`src/rtl/dmem_lsu_pkg.sv`:
```
// Shared definitions for the load/store unit: size codes, FSM encoding,
// and the small helpers for access size and alignment.
package dmem_lsu_pkg;

  localparam logic [1:0] SZ_BYTE = 2'b00;
  localparam logic [1:0] SZ_HALF = 2'b01;
  localparam logic [1:0] SZ_WORD = 2'b10;

  typedef enum logic [3:0] {
    S_IDLE,
    S_LD_RD,
    S_LD_CAP,
    S_ST_WR,
    S_RMW_RD,
    S_RMW_MRG,
    S_RMW_WR,
    S_ERR,
    S_RESP
  } state_t;

  // The reserved code 11 is folded into word so that nothing downstream
  // ever sees it.
  function automatic logic [1:0] norm_size(input logic [1:0] sz);
    return (sz == 2'b11) ? SZ_WORD : sz;
  endfunction

  function automatic logic is_misaligned(input logic [1:0] sz, input logic [1:0] lo);
    case (sz)
      SZ_HALF: return lo[0];
      SZ_WORD: return |lo;
      default: return 1'b0;
    endcase
  endfunction

  // Clears the low address bits that would make the access misaligned.
  function automatic logic [31:0] align_addr(input logic [1:0] sz, input logic [31:0] a);
    case (sz)
      SZ_HALF: return {a[31:1], 1'b0};
      SZ_WORD: return {a[31:2], 2'b00};
      default: return a;
    endcase
  endfunction

endpackage

```
`src/rtl/dmem_lane_mux.sv`:
```
// Byte/half lane steering around one memory word: extracts and extends
// load data, and merges store data into the word read back for RMW.
module dmem_lane_mux
  import dmem_lsu_pkg::*;
#(
  parameter bit BIG_ENDIAN = 1'b0
) (
  input  logic [31:0] word,
  input  logic [1:0]  addr_lo,
  input  logic [1:0]  size,
  input  logic        sext,
  input  logic [31:0] wdata,
  output logic [31:0] rdata_ext,
  output logic [31:0] merged
);

  logic [4:0]  off;
  logic [31:0] shifted;
  logic [31:0] mask;

  // Bit offset of the addressed lane, shifted extract, extension and merge.
  // In big-endian mode byte k sits at bits [31-8k -: 8], so the offset is
  // mirrored; for a byte, 3-k equals ~k on two bits.
  always_comb begin
    off       = 5'd0;
    mask      = 32'hFFFF_FFFF;
    shifted   = word;
    rdata_ext = word;
    case (size)
      SZ_BYTE: off = BIG_ENDIAN ? {~addr_lo, 3'b000} : {addr_lo, 3'b000};
      SZ_HALF: off = BIG_ENDIAN ? {~addr_lo[1], 4'b0000} : {addr_lo[1], 4'b0000};
      default: off = 5'd0;
    endcase
    shifted = word >> off;
    case (size)
      SZ_BYTE: begin
        rdata_ext = {{24{sext & shifted[7]}}, shifted[7:0]};
        mask      = 32'h0000_00FF << off;
      end
      SZ_HALF: begin
        rdata_ext = {{16{sext & shifted[15]}}, shifted[15:0]};
        mask      = 32'h0000_FFFF << off;
      end
      default: begin
        rdata_ext = shifted;
        mask      = 32'hFFFF_FFFF;
      end
    endcase
    merged = (word & ~mask) | ((wdata << off) & mask);
  end

endmodule

```
`src/rtl/dmem_lsu.sv`:
```
// Load/store unit in front of the word-only data memory. Sub-word stores
// are done as read-merge-write; misaligned requests never reach memory.
//
//  state     | meaning
//  ----------+----------------------------------------------------
//  S_IDLE    | ready for a request; memory address set on accept
//  S_LD_RD   | load read cycle
//  S_LD_CAP  | memory data valid; extract/extend into resp_rdata
//  S_ST_WR   | full-word write cycle
//  S_RMW_RD  | read cycle of a byte/half store
//  S_RMW_MRG | merge store lanes into read word, stage the write
//  S_RMW_WR  | merged word write cycle
//  S_ERR     | misaligned request, no memory access
//  S_RESP    | one-cycle response pulse
module dmem_lsu
  import dmem_lsu_pkg::*;
#(
  parameter bit BIG_ENDIAN      = 1'b0,
  parameter bit ERR_ON_MISALIGN = 1'b1
) (
  input  logic        clk,
  input  logic        rst_n,
  input  logic        req_valid,
  output logic        req_ready,
  input  logic        req_we,
  input  logic [1:0]  req_size,
  input  logic        req_signed,
  input  logic [31:0] req_addr,
  input  logic [31:0] req_wdata,
  output logic        resp_valid,
  output logic [31:0] resp_rdata,
  output logic        misalign_err,
  output logic        mem_we,
  output logic [31:0] mem_raddr,
  output logic [31:0] mem_waddr,
  output logic [31:0] mem_wdata,
  input  logic [31:0] mem_rdata
);

  state_t      state, state_nxt;
  logic        accept, err_go;
  logic [1:0]  size_n;
  logic [31:0] addr_fix;

  logic        lat_signed;
  logic [1:0]  lat_size;
  logic [31:0] lat_addr, lat_wdata;

  logic        mem_we_d, misalign_err_d;
  logic [31:0] mem_raddr_d, mem_waddr_d, mem_wdata_d, resp_rdata_d;
  logic [31:0] lane_rdata, lane_merged;

  assign req_ready  = (state == S_IDLE);
  assign resp_valid = (state == S_RESP);
  assign accept     = req_valid & req_ready;
  assign size_n     = norm_size(req_size);
  assign err_go     = is_misaligned(size_n, req_addr[1:0]) && ERR_ON_MISALIGN;
  assign addr_fix   = align_addr(size_n, req_addr);

  dmem_lane_mux #(.BIG_ENDIAN(BIG_ENDIAN)) u_lane (
    .word      (mem_rdata),
    .addr_lo   (lat_addr[1:0]),
    .size      (lat_size),
    .sext      (lat_signed),
    .wdata     (lat_wdata),
    .rdata_ext (lane_rdata),
    .merged    (lane_merged)
  );

  // State register.
  always_ff @(posedge clk or negedge rst_n) begin
    if (!rst_n) state <= S_IDLE;
    else        state <= state_nxt;
  end

  // Next-state decode.
  always_comb begin
    state_nxt = state;
    case (state)
      S_IDLE: begin
        if (accept) begin
          if (err_go)                 state_nxt = S_ERR;
          else if (!req_we)           state_nxt = S_LD_RD;
          else if (size_n == SZ_WORD) state_nxt = S_ST_WR;
          else                        state_nxt = S_RMW_RD;
        end
      end
      S_LD_RD:   state_nxt = S_LD_CAP;
      S_LD_CAP:  state_nxt = S_RESP;
      S_ST_WR:   state_nxt = S_RESP;
      S_RMW_RD:  state_nxt = S_RMW_MRG;
      S_RMW_MRG: state_nxt = S_RMW_WR;
      S_RMW_WR:  state_nxt = S_RESP;
      S_ERR:     state_nxt = S_RESP;
      default:   state_nxt = S_IDLE;
    endcase
  end

  // Next values of the registered memory and response outputs; memory
  // signals are set up one cycle ahead so they are valid in the named state.
  always_comb begin
    mem_we_d       = 1'b0;
    mem_raddr_d    = mem_raddr;
    mem_waddr_d    = mem_waddr;
    mem_wdata_d    = mem_wdata;
    resp_rdata_d   = resp_rdata;
    misalign_err_d = misalign_err;
    case (state)
      S_IDLE: begin
        if (accept && !err_go) begin
          if (!req_we || size_n != SZ_WORD) begin
            mem_raddr_d = {addr_fix[31:2], 2'b00};
          end else begin
            mem_we_d    = 1'b1;
            mem_waddr_d = {addr_fix[31:2], 2'b00};
            mem_wdata_d = req_wdata;
          end
        end
      end
      S_LD_CAP: begin
        resp_rdata_d   = lane_rdata;
        misalign_err_d = 1'b0;
      end
      S_RMW_MRG: begin
        mem_we_d    = 1'b1;
        mem_waddr_d = {lat_addr[31:2], 2'b00};
        mem_wdata_d = lane_merged;
      end
      S_ST_WR, S_RMW_WR: begin
        resp_rdata_d   = 32'd0;
        misalign_err_d = 1'b0;
      end
      S_ERR: begin
        resp_rdata_d   = 32'd0;
        misalign_err_d = 1'b1;
      end
      default: ;
    endcase
  end

  // Output registers; reset drops mem_we immediately.
  always_ff @(posedge clk or negedge rst_n) begin
    if (!rst_n) begin
      mem_we       <= 1'b0;
      mem_raddr    <= 32'd0;
      mem_waddr    <= 32'd0;
      mem_wdata    <= 32'd0;
      resp_rdata   <= 32'd0;
      misalign_err <= 1'b0;
    end else begin
      mem_we       <= mem_we_d;
      mem_raddr    <= mem_raddr_d;
      mem_waddr    <= mem_waddr_d;
      mem_wdata    <= mem_wdata_d;
      resp_rdata   <= resp_rdata_d;
      misalign_err <= misalign_err_d;
    end
  end

  // Request capture on accept; the address is stored already aligned.
  always_ff @(posedge clk or negedge rst_n) begin
    if (!rst_n) begin
      lat_signed <= 1'b0;
      lat_size   <= SZ_BYTE;
      lat_addr   <= 32'd0;
      lat_wdata  <= 32'd0;
    end else if (accept) begin
      lat_signed <= req_signed;
      lat_size   <= size_n;
      lat_addr   <= addr_fix;
      lat_wdata  <= req_wdata;
    end
  end

endmodule

```
`config.mk`:
```
export PLATFORM = sky130hd
export DESIGN_NAME = dmem_lsu
export DESIGN_NICKNAME = d
export VERILOG_FILES = /design/src/rtl/dmem_lsu_pkg.sv /design/src/rtl/dmem_lane_mux.sv /design/src/rtl/dmem_lsu.sv
export SDC_FILE = /design/constraint.sdc
export NUM_CORES = 1
export LEC_CHECK = 0
export BUFFER_PORTS_ARGS = -buffer_cell sky130_fd_sc_hd__buf_2
export CAP_MARGIN = 20
export CORE_MARGIN = 10
export CORE_UTILIZATION = 55
export CTS_BUF_LIST = sky130_fd_sc_hd__clkbuf_4
export DETAILED_ROUTE_END_ITERATION = 8
export GPL_TIMING_DRIVEN = 0
export HOLD_SLACK_MARGIN = 0.02
export PLACE_DENSITY = 0.87
export SYNTH_ARGS = -nofsm -noshare
export SYNTH_HDL_FRONTEND = slang
export SYNTH_SLANG_ARGS = --single-unit
```
`constraint.sdc`:
```
create_clock -name clk -period 2.4 [get_ports clk]
set_input_delay 0.12 -clock clk [delete_from_list [all_inputs] [get_ports clk]]
set_output_delay 0.12 -clock clk [all_outputs]
set_load 0.01 [all_outputs]
```
# Yosys cells after proc, flatten, opt, wreduce, memory -nomap -nowiden
# Cells that the tools add are included.
dict set report word_totals {
  elab_cells 75
  register_bits 199
}
dict set report op_classes {
  shift 4
  muxes 22
  n_eq_ne 16
  reduce_logical 15
  n_bitwise 7
}
# cell n
set ops {}
lappend ops {{32-bit one-hot mux with 2 select lines} 5}
lappend ops {{32-bit two-way mux} 4}
lappend ops {{32-bit bitwise AND} 2}
lappend ops {{32-bit inverter} 1}
lappend ops {{32-bit OR} 1}
lappend ops {{16-bit by 5-bit << shifter with 32-bit output, first input constant} 1}
lappend ops {{32-bit by 5-bit << shifter with 32-bit output} 1}
lappend ops {{8-bit by 5-bit << shifter with 32-bit output, first input constant} 1}
lappend ops {{32-bit by 5-bit right shift with 32-bit output} 1}
lappend ops {{4-bit one-hot mux with 5 select lines} 1}
lappend ops {{4-bit by 3-bit == test with 1-bit output, second input constant} 4}
lappend ops {{5-bit one-hot mux with 2 select lines} 1}
lappend ops {{3-bit two-way mux} 3}
lappend ops {{4-bit by 2-bit == test with 1-bit output, second input constant} 2}
lappend ops {{1-bit one-hot mux with 2 select lines} 3}
lappend ops {{3-bit AND reduction} 2}
lappend ops {{2-bit nonzero test} 3}
lappend ops {{3-bit OR reduction} 2}
lappend ops {{2-bit by 1-bit == test with 1-bit output, second input constant} 2}
lappend ops {{2-bit == test, second input constant} 2}
lappend ops {{4-bit by 1-bit == test with 1-bit output, second input constant} 1}
lappend ops {{4-bit == test, second input constant} 1}
lappend ops {{4-bit logical NOT} 1}
lappend ops {{4-bit two-way mux} 1}
lappend ops {{12 further kinds} 18}

# Longest topological paths before layout
# Gate-level depths: netlist of the first run.
dict set report logic_depth {
  depth_word 8
  mapped_depth 7
}

# Hierarchy
# A second synthesis of the first run with hierarchy kept.
dict set report unflattened {
  cells_unflattened 968
  area_unflattened_um2 10527.6
}
# module area_each_um2 cells_each n_inst
set by_module_without_submodules {}
lappend by_module_without_submodules {dmem_lsu 8972.4 757 1}
lappend by_module_without_submodules {dmem_lane_mux 1555.2 211 1}

# Worst setup path before layout of the first run
# No wires, ideal clock.
dict set report synth_timing {
  path_type {register to register}
  start {reg lat_size[0]}
  end {reg resp_rdata[22]}
  setup_slack_ps 632
  n_path_buf 3
  arrival_time_ps 1634
  stages_incl_launch_ff 8
  t_required_ps 2265
  path_cell_list {dfrtp_1 buf_6 or3b_1 buf_4 a21o_4 buf_6 a32oi_1 o31ai_1}
}
dict set report synth_via {
  elab_chain_cells 6
  elab_cells_between_ends 8
}
# item line_no
set synth_rtl {}
lappend synth_rtl {{start, declared} dmem_lsu.sv:46} ;# logic [1:0] lat_size;
lappend synth_rtl {{start signal, assigned} dmem_lsu.sv:169} ;# lat_size <= size_n;
lappend synth_rtl {{2-bit by 1-bit == test with 1-bit output / 2-bit logical NOT (equally long branches)} {dmem_lane_mux.sv:29, dmem_lane_mux.sv:35}}
lappend synth_rtl {{5-bit one-hot mux with 2 select lines} dmem_lane_mux.sv:29} ;# case (size)
lappend synth_rtl {{32-bit by 5-bit right shift with 32-bit output} dmem_lane_mux.sv:34} ;# shifted = word >> off;
lappend synth_rtl {{1-bit bitwise AND (on tied branches)} {dmem_lane_mux.sv:41, dmem_lane_mux.sv:37}}
lappend synth_rtl {{32-bit one-hot mux with 2 select lines *} dmem_lane_mux.sv:35} ;# case (size)
lappend synth_rtl {{32-bit one-hot mux with 2 select lines *} dmem_lsu.sv:108} ;# case (state)
lappend synth_rtl {{end signal, assigned} dmem_lsu.sv:155} ;# resp_rdata <= resp_rdata_d;
lappend synth_rtl {{end, declared} dmem_lsu.sv:31} ;# output logic [31:0] resp_rdata,
# Mark *: on every way between the ends. The rest lies on a longest branch, timed or not.
# A chain may end at the register's enable or synchronous reset.

# Worst setup path in the final report of the first run
dict set report layout_timing {
  start {reg state[2]}
  end {reg mem_waddr[19]}
}
dict set report layout_via {
  elab_chain_cells 5
  elab_cells_between_ends 9
}
# item line_no
set layout_rtl {}
lappend layout_rtl {{start, declared} dmem_lsu.sv:40} ;# state_t state, state_nxt;
lappend layout_rtl {{start signal, assigned} dmem_lsu.sv:73} ;# else state <= state_nxt;
lappend layout_rtl {{4-bit logical NOT} {dmem_lsu.sv:53, dmem_lsu.sv:108}}
lappend layout_rtl {{1-bit bitwise AND} dmem_lsu.sv:55} ;# assign accept = req_valid & req_ready;
lappend layout_rtl {{1-bit logical AND} dmem_lsu.sv:110} ;# if (accept && !err_go) begin
lappend layout_rtl {{2-bit by 1-bit inequality test with 1-bit output (no line)} n/a}
lappend layout_rtl {{3-bit AND reduction (no line)} n/a}
lappend layout_rtl {{end signal, assigned} dmem_lsu.sv:153} ;# mem_waddr <= mem_waddr_d;
lappend layout_rtl {{end, declared} dmem_lsu.sv:35} ;# output logic [31:0] mem_waddr,
# Several ways; a longest one is shown, not always the timed one.

==> results of run 1 <==
==> final cells by class <==
| class | count | share of cell area [%] |
|---|---|---|
| Clock inverter | 14 | 1.35 |
| Multi-Input combinational cell | 528 | 32.8 |
| Inverter | 10 | 0.311 |
| Timing Repair Buffer | 334 | 18.4 |
| Antenna cell | 3 | 0.0622 |
| Buffer | 67 | 2.87 |
| Tap cell | 220 | 2.28 |
| Sequential cell | 197 | 40.9 |
| Clock buffer | 18 | 1.12 |
==> placed cells by master (no fill, tap or decap), drive strengths merged, types with 26 or more instances in the layout <==
master       Yosys  layout
buf             46     277
nand2           39      39
dlygate4sd3      0     103
dfrtp          197     197
nor2            64      64
mux2           101     101
clkbuf          21      39
mux2i           65      65
a21oi           26      26
o22ai           54      54
==> repair_timing <==
item | CTS | global route
gates resized for setup | 0 | 0
hold buffers | 103 | 0
endpoints found under the hold margin | 313 | 0
==> power breakdown <==
| part | internal, uW | leakage [uW] | switching [uW] | total, uW |
|---|---|---|---|---|
| clock network | 580 | 0.000158 | 1290 | 1870 |
| logic | 3070 | 0.00323 | 3760 | 6830 |
| registers | 4900 | 0.00236 | 1030 | 5930 |
==> per-stage QoR <==
stage	cells	utilization [%]	setup slack, ns
detailed placement	1253	64.9	0.194
global route	1391	73.0	0.0434
finish	1391	73.0	0.127
global placement	1252	64.7	-2.01
floorplan	802	-	0.632
CTS	1388	73.0	0.157
==> layer usage <==
| metal | wire length [um] | GRT usage [%] | vias to the layer above |
|---|---|---|---|
| met5 | 0 | 0 | - |
| met4 | 1030 | 10.1 | 0 |
| met3 | 3890 | 10.9 | 84 |
| met2 | 14800 | 44.8 | 493 |
| met1 | 11800 | 33.6 | 4115 |
| li1 | - | - | 3643 |
==> flip-flops by register name, indices dropped and copies added, names as in the netlist <==
signal / flops
lat_addr: 32
mem_wdata: 32
mem_we: 1
lat_wdata: 32
misalign_err: 1
state: 4
lat_size: 2
mem_waddr: 30
resp_rdata: 32
mem_raddr: 30
lat_signed: 1
==> worst max path at each step <==
stage                      from             end  slack [ns]  cells after the start
floorplan           lat_size[0]  resp_rdata[22]        0.63                      7
global placement          rst_n   mem_raddr[23]       -2.01                      1
detailed placement     state[2]   mem_wdata[28]        0.19                      7
CTS                    state[2]   mem_wdata[26]        0.16                      7
global route           state[2]   mem_wdata[21]        0.04                      7
finish                 state[2]   mem_waddr[19]        0.13                      7
==> worst reg2reg max path, cell delays in order, from the launching register on <==
cell and delay, ns:
dfrtp_1 0.35, buf_2 0.22, nor4bb_1 0.76, a31o_1 0.17, buf_2 0.22, buf_2 0.28, nor2_1 0.07, nor2_1 0.15
==> cell families (layout without fill, tap and decap cells) <==
kind of cell | count (synthesis) | count (layout)
other | 1 | 7
buffers and inverters | 77 | 443
AO/OA/AOI/OAI | 175 | 175
AND/OR/NAND/NOR | 183 | 183
flip-flops | 197 | 197
multiplexers | 166 | 166
==> results_dict.tcl, run 1 <==
set metrics [dict create \
    postSynthCellCount 799 \
    hold_path.class "input pin to asynchronous set/reset pin" \
    cts_max_level 4 \
    drv_cap 0 \
    hold_violations 0 \
    critical-path-top-delay-family "simple AND/OR/NAND/NOR gates" \
    grt_max_degree 121 \
    synthSimpleGateAreaFrac_pct 9.96 \
    synthTopCellsByArea "dfrtp_1, mux2_2, mux2i_1" \
    drc 0 \
    tns_ns 0 \
    core_area_sq_um 16500 \
    path_buf_inv 3 \
    synth_edf_count 0 \
    ys_ff_latch 197 \
    grtUsageTotal_pct 27.9 \
    p_leak_uw 0.00575 \
    fmax_mhz 440 \
    rsz0062_at_grt "false" \
    fin_hold_ws_ns 0.183 \
    ir_drop_v 0.000763 \
    hpwl_um 21900 \
    r2r_start "state[2]" \
    io_buffers 230 \
    viasPerCell 5.99 \
    syn_area_sq_um 9260 \
    ff2ff_setup_slack_ns 0.13 \
    detail-route-antenna-nets 0 \
    postSynth.asyncResetShare_pct 100 \
    synth_cell_types 51 \
    rr_endpoint "mem_waddr[19]" \
    row_count 47 \
    synth_top_family_by_area "multiplexers" \
    synth_compound_area_share_pct 13.3 \
    cp-end-kind "flop" \
    die_h_um 150 \
    initial_utilization_pct 56.0 \
    fin_nets 1258 \
    final_cell_area_sq_um 12100 \
    startpoint_type "flop" \
    path_clk_slew_ns 0.18 \
    root_buffer "clkbuf_4" \
    crit_chain "buf_2 -> nor4bb_1 -> a31o_1 -> buf_2 -> buf_2 -> nor2_1 -> nor2_1" \
    multi_input_area_sq_um 3950 \
    synth_fa_ha_area_share_pct 0 \
    slowest_delay_ns 0.76 \
    ys_top_cells_by_count "dfrtp_1, mux2_2, mux2i_1" \
    syn_area_per_cell_sq_um 11.6 \
    cts_tree "built" \
    cts.path.max_buffers 2 \
    status "completed" \
    dominantRegCellSynth "dfrtp_1" \
    syn2layout_area_growth_pct 30.4 \
    power_per_cell_area_nw_per_um2 1210 \
    tightest_slew_ns 0.956 \
    setup_viol 0 \
    io_pins 235 \
    n_fill_cell 1064 \
    arrival_ns 2.82 \
    synth_top_area_share_pct 53.3 \
    yosys.area_share.xor_xnor_pct 0 \
    slew_viol_final 0 \
    crit_required_ns 2.95 \
    drt-total-wl_um 31500 \
    path_common_cell "buf_2" \
    slew_headroom_pct 35.8 \
    placed_cell_area_sq_um 10700 \
    reg2reg_depth 7 \
    dr.pass1.iters 5 \
    crit_slowest_cell "nor4bb_1" \
    postCtsSetupRepairBufs 0 \
    final_layout_size_suffix_gt1_share_pct 35.1 \
    clock_latency_ns 0.62 \
    drtIter0Drc 611 \
    finalPower_uw 14600 \
    seqCellArea_sq_um 4930 \
    grt_pass1_vias 8858 \
    vias 8335 \
    fin_crit_ns 2.27 \
    dieArea_sq_um 22400 \
    yosysMostFrequentCell "dfrtp_1" \
    synth-seq-area-share_pct 53.3 \
    crit_type "flop to flop" \
    yosys_warnings 0 \
    grt_pass1_wl_um 49300 \
    synth_top_cell_by_area "dfrtp_1" \
    cp_max_fo 10 \
    grt.overflow.total 0 \
    fp.dieW_um 150 \
    clock-sinks 197 \
    antenna_found_initial 3 \
    period_share_pct 94.7 \
    post_drt_wl_per_cell_um 22.6 \
    gp_congestion 0.953 \
    cts_inserted_buffers 17 \
    finClkSkew_ns 0.0217 \
    yosys-mux-area-fraction_pct 19.3 \
]
Note: power is estimated with default switching activity, not from simulation.
==> run 2, diff against run 1 <==
--- a/config.mk
+++ b/config.mk
@@ -13,7 +13,7 @@
 export DETAILED_ROUTE_END_ITERATION = 8
 export GPL_TIMING_DRIVEN = 0
 export HOLD_SLACK_MARGIN = 0.02
-export PLACE_DENSITY = 0.87
+export PLACE_DENSITY_LB_ADDON = 0.15
 export SYNTH_ARGS = -nofsm -noshare
 export SYNTH_HDL_FRONTEND = slang
 export SYNTH_SLANG_ARGS = --single-unit
==> run 2 against run 1 <==
Combinational power decreased by 2%. Sequential cell count unchanged. Via count decreased by 5.1%. Die area unchanged. Global-route usage decreased by 1.9 points. Largest power group unchanged. Highest routed layer unchanged.
==> results_dict.tcl, run 2 (same netlist as run 1, synthesis figures left out) <==
set metrics [dict create \
    fin_crit_ns 2.26 \
    crit_required_ns 2.88 \
    gp_congestion 0.960 \
    fin_hold_ws_ns 0.193 \
    drt-total-wl_um 29200 \
    finClkSkew_ns 0.0359 \
    syn2layout_area_growth_pct 30.3 \
    initial_utilization_pct 56.0 \
    cts_tree "built" \
    hold_violations 0 \
    dp.cells 1253 \
    finalPower_uw 14400 \
    vias 7908 \
    grt_max_degree 116 \
    antenna_found_initial 1 \
    hold_path.class "input pin to asynchronous set/reset pin" \
    core_area_sq_um 16500 \
    post_cts_resized 0 \
    postCtsSetupRepairBufs 0 \
    combinationalPowerShare_pct 46.6 \
    reg2reg_depth 7 \
    grt_pass1_vias 8303 \
    final_layout_size_suffix_gt1_share_pct 35.0 \
    cp_max_fo 10 \
    tns_ns 0 \
    crit_type "flop to flop" \
    fmax_mhz 442 \
    slowest_delay_ns 0.76 \
    rsz0062_at_grt "false" \
    post_drt_wl_per_cell_um 21.0 \
    cts_inserted_buffers 17 \
    arrival_ns 2.75 \
    final_cell_mix "buf_2, dfrtp_1, dlygate4sd3_1" \
    final_common_cell "buf_2" \
    die_h_um 150 \
    clock-sinks 197 \
    grt.overflow.total 0 \
    final_cell_area_sq_um 12100 \
    row_count 47 \
    placed_cell_area_sq_um 10700 \
    p_int_uw 8620 \
    ir_drop_v 0.000836 \
    io_buffers 230 \
    dr.pass1.iters 7 \
    grt_pass1_wl_um 45900 \
    fp.dieW_um 150 \
    setup_viol 0 \
    crit_slowest_cell "nor4bb_1" \
    slew_headroom_pct 34.1 \
    fin_nets 1258 \
    switching_share_pct 40.1 \
    power_frac_seq_pct 40.5 \
    status "completed" \
    detail-route-antenna-nets 0 \
    p_leak_uw 0.00576 \
    cts.path.max_buffers 2 \
    startpoint_type "flop" \
    slew_viol_final 0 \
    tightest_slew_ns 0.982 \
    path_clk_slew_ns 0.18 \
    root_buffer "clkbuf_4" \
    drtIter0Drc 623 \
    cts_max_level 4 \
    power_per_cell_area_nw_per_um2 1190 \
    power_frac_clock_pct 12.9 \
    path_common_cell "buf_2" \
    cp-end-kind "flop" \
    stdcell_count 1389 \
    drc 0 \
    grtUsageTotal_pct 26.1 \
    viasPerCell 5.69 \
    drv_cap 0 \
    clock_latency_ns 0.58 \
    dieArea_sq_um 22400 \
    period_share_pct 94.3 \
    io_pins 235 \
    hpwl_um 21100 \
    p_sw_uw 5760 \
    crit_chain "buf_2 -> nor4bb_1 -> a31o_1 -> buf_2 -> buf_4 -> o22ai_1 -> a21oi_1" \
]
## run 2: cell types whose count changed in the layout (fill, tap and decap cells not counted), sizes merged
cell    delta
clkinv     +2
diode      -2
inv        -2
bufinv     +1
clkbuf     -1
## run 2: critical path: cells and delay by family (launching register included)
family	cells	cell delay [ns]
AO/OA/AOI/OAI	3	0.41
buffers and inverters	3	0.66
flip-flops	1	0.35
AND/OR/NAND/NOR	1	0.76
## run 2: layer usage
| layer | vias up | track usage (%) | wire length, um |
|---|---|---|---|
| li1 | 3641 | - | - |
| met1 | 3916 | 31.2 | 11500 |
| met2 | 295 | 43.0 | 14200 |
| met3 | 56 | 7.67 | 2530 |
| met4 | 0 | 11.3 | 1010 |
| met5 | - | 0 | 0 |
## run 2: metrics by stage
stage                     setup slack, ns  utilization [%]
after floorplan                     0.632                -
after global placement              -2.13             64.7
after detailed placement            0.162             64.9
after CTS                           0.114             73.0
after global routing              0.00396             73.0
final                               0.137             73.0
## run 2: power groups by stage
stage	clock network (uW)	registers [uW]	logic [uW]
6_report	1850	5820	6700
5_1_grt	2030	6010	7310
4_1_cts	1880	5800	6730
3_5_place_dp	0	5870	6580
3_3_place_gp	0	5800	6440
2_1_floorplan	0	6160	3760
## run 2: cell type report
| cell class | instances | area (sq um) |
|---|---|---|
| well taps | 220 | 275 |
| clock buffers | 17 | 128 |
| diodes | 1 | 2.50 |
| plain buffers | 67 | 347 |
| repair buffers | 334 | 2220 |
| multi-input cells | 528 | 3950 |
| fillers | 1229 | 4470 |
| flip-flops and latches | 197 | 4930 |
| inverters | 10 | 37.5 |
| clock inverters | 15 | 168 |
## run 2: final timing paths
path	start	to	slack (ns)
setup reg to reg	state[2]	mem_wdata[29]	0.14
min in group clk	req_wdata[3]	lat_wdata[3]	0.30
hold reg to reg	misalign_err	misalign_err	0.50
hold / removal	rst_n	resp_rdata[8]	0.19
setup / recovery	state[2]	mem_wdata[29]	0.14
max in group asynchronous	rst_n	lat_addr[28]	1.30
## run 2: what timing repair did
action,CTS,global route
endpoints found under the hold margin,306,0
hold buffers,103,0
setup endpoints to repair,0,0
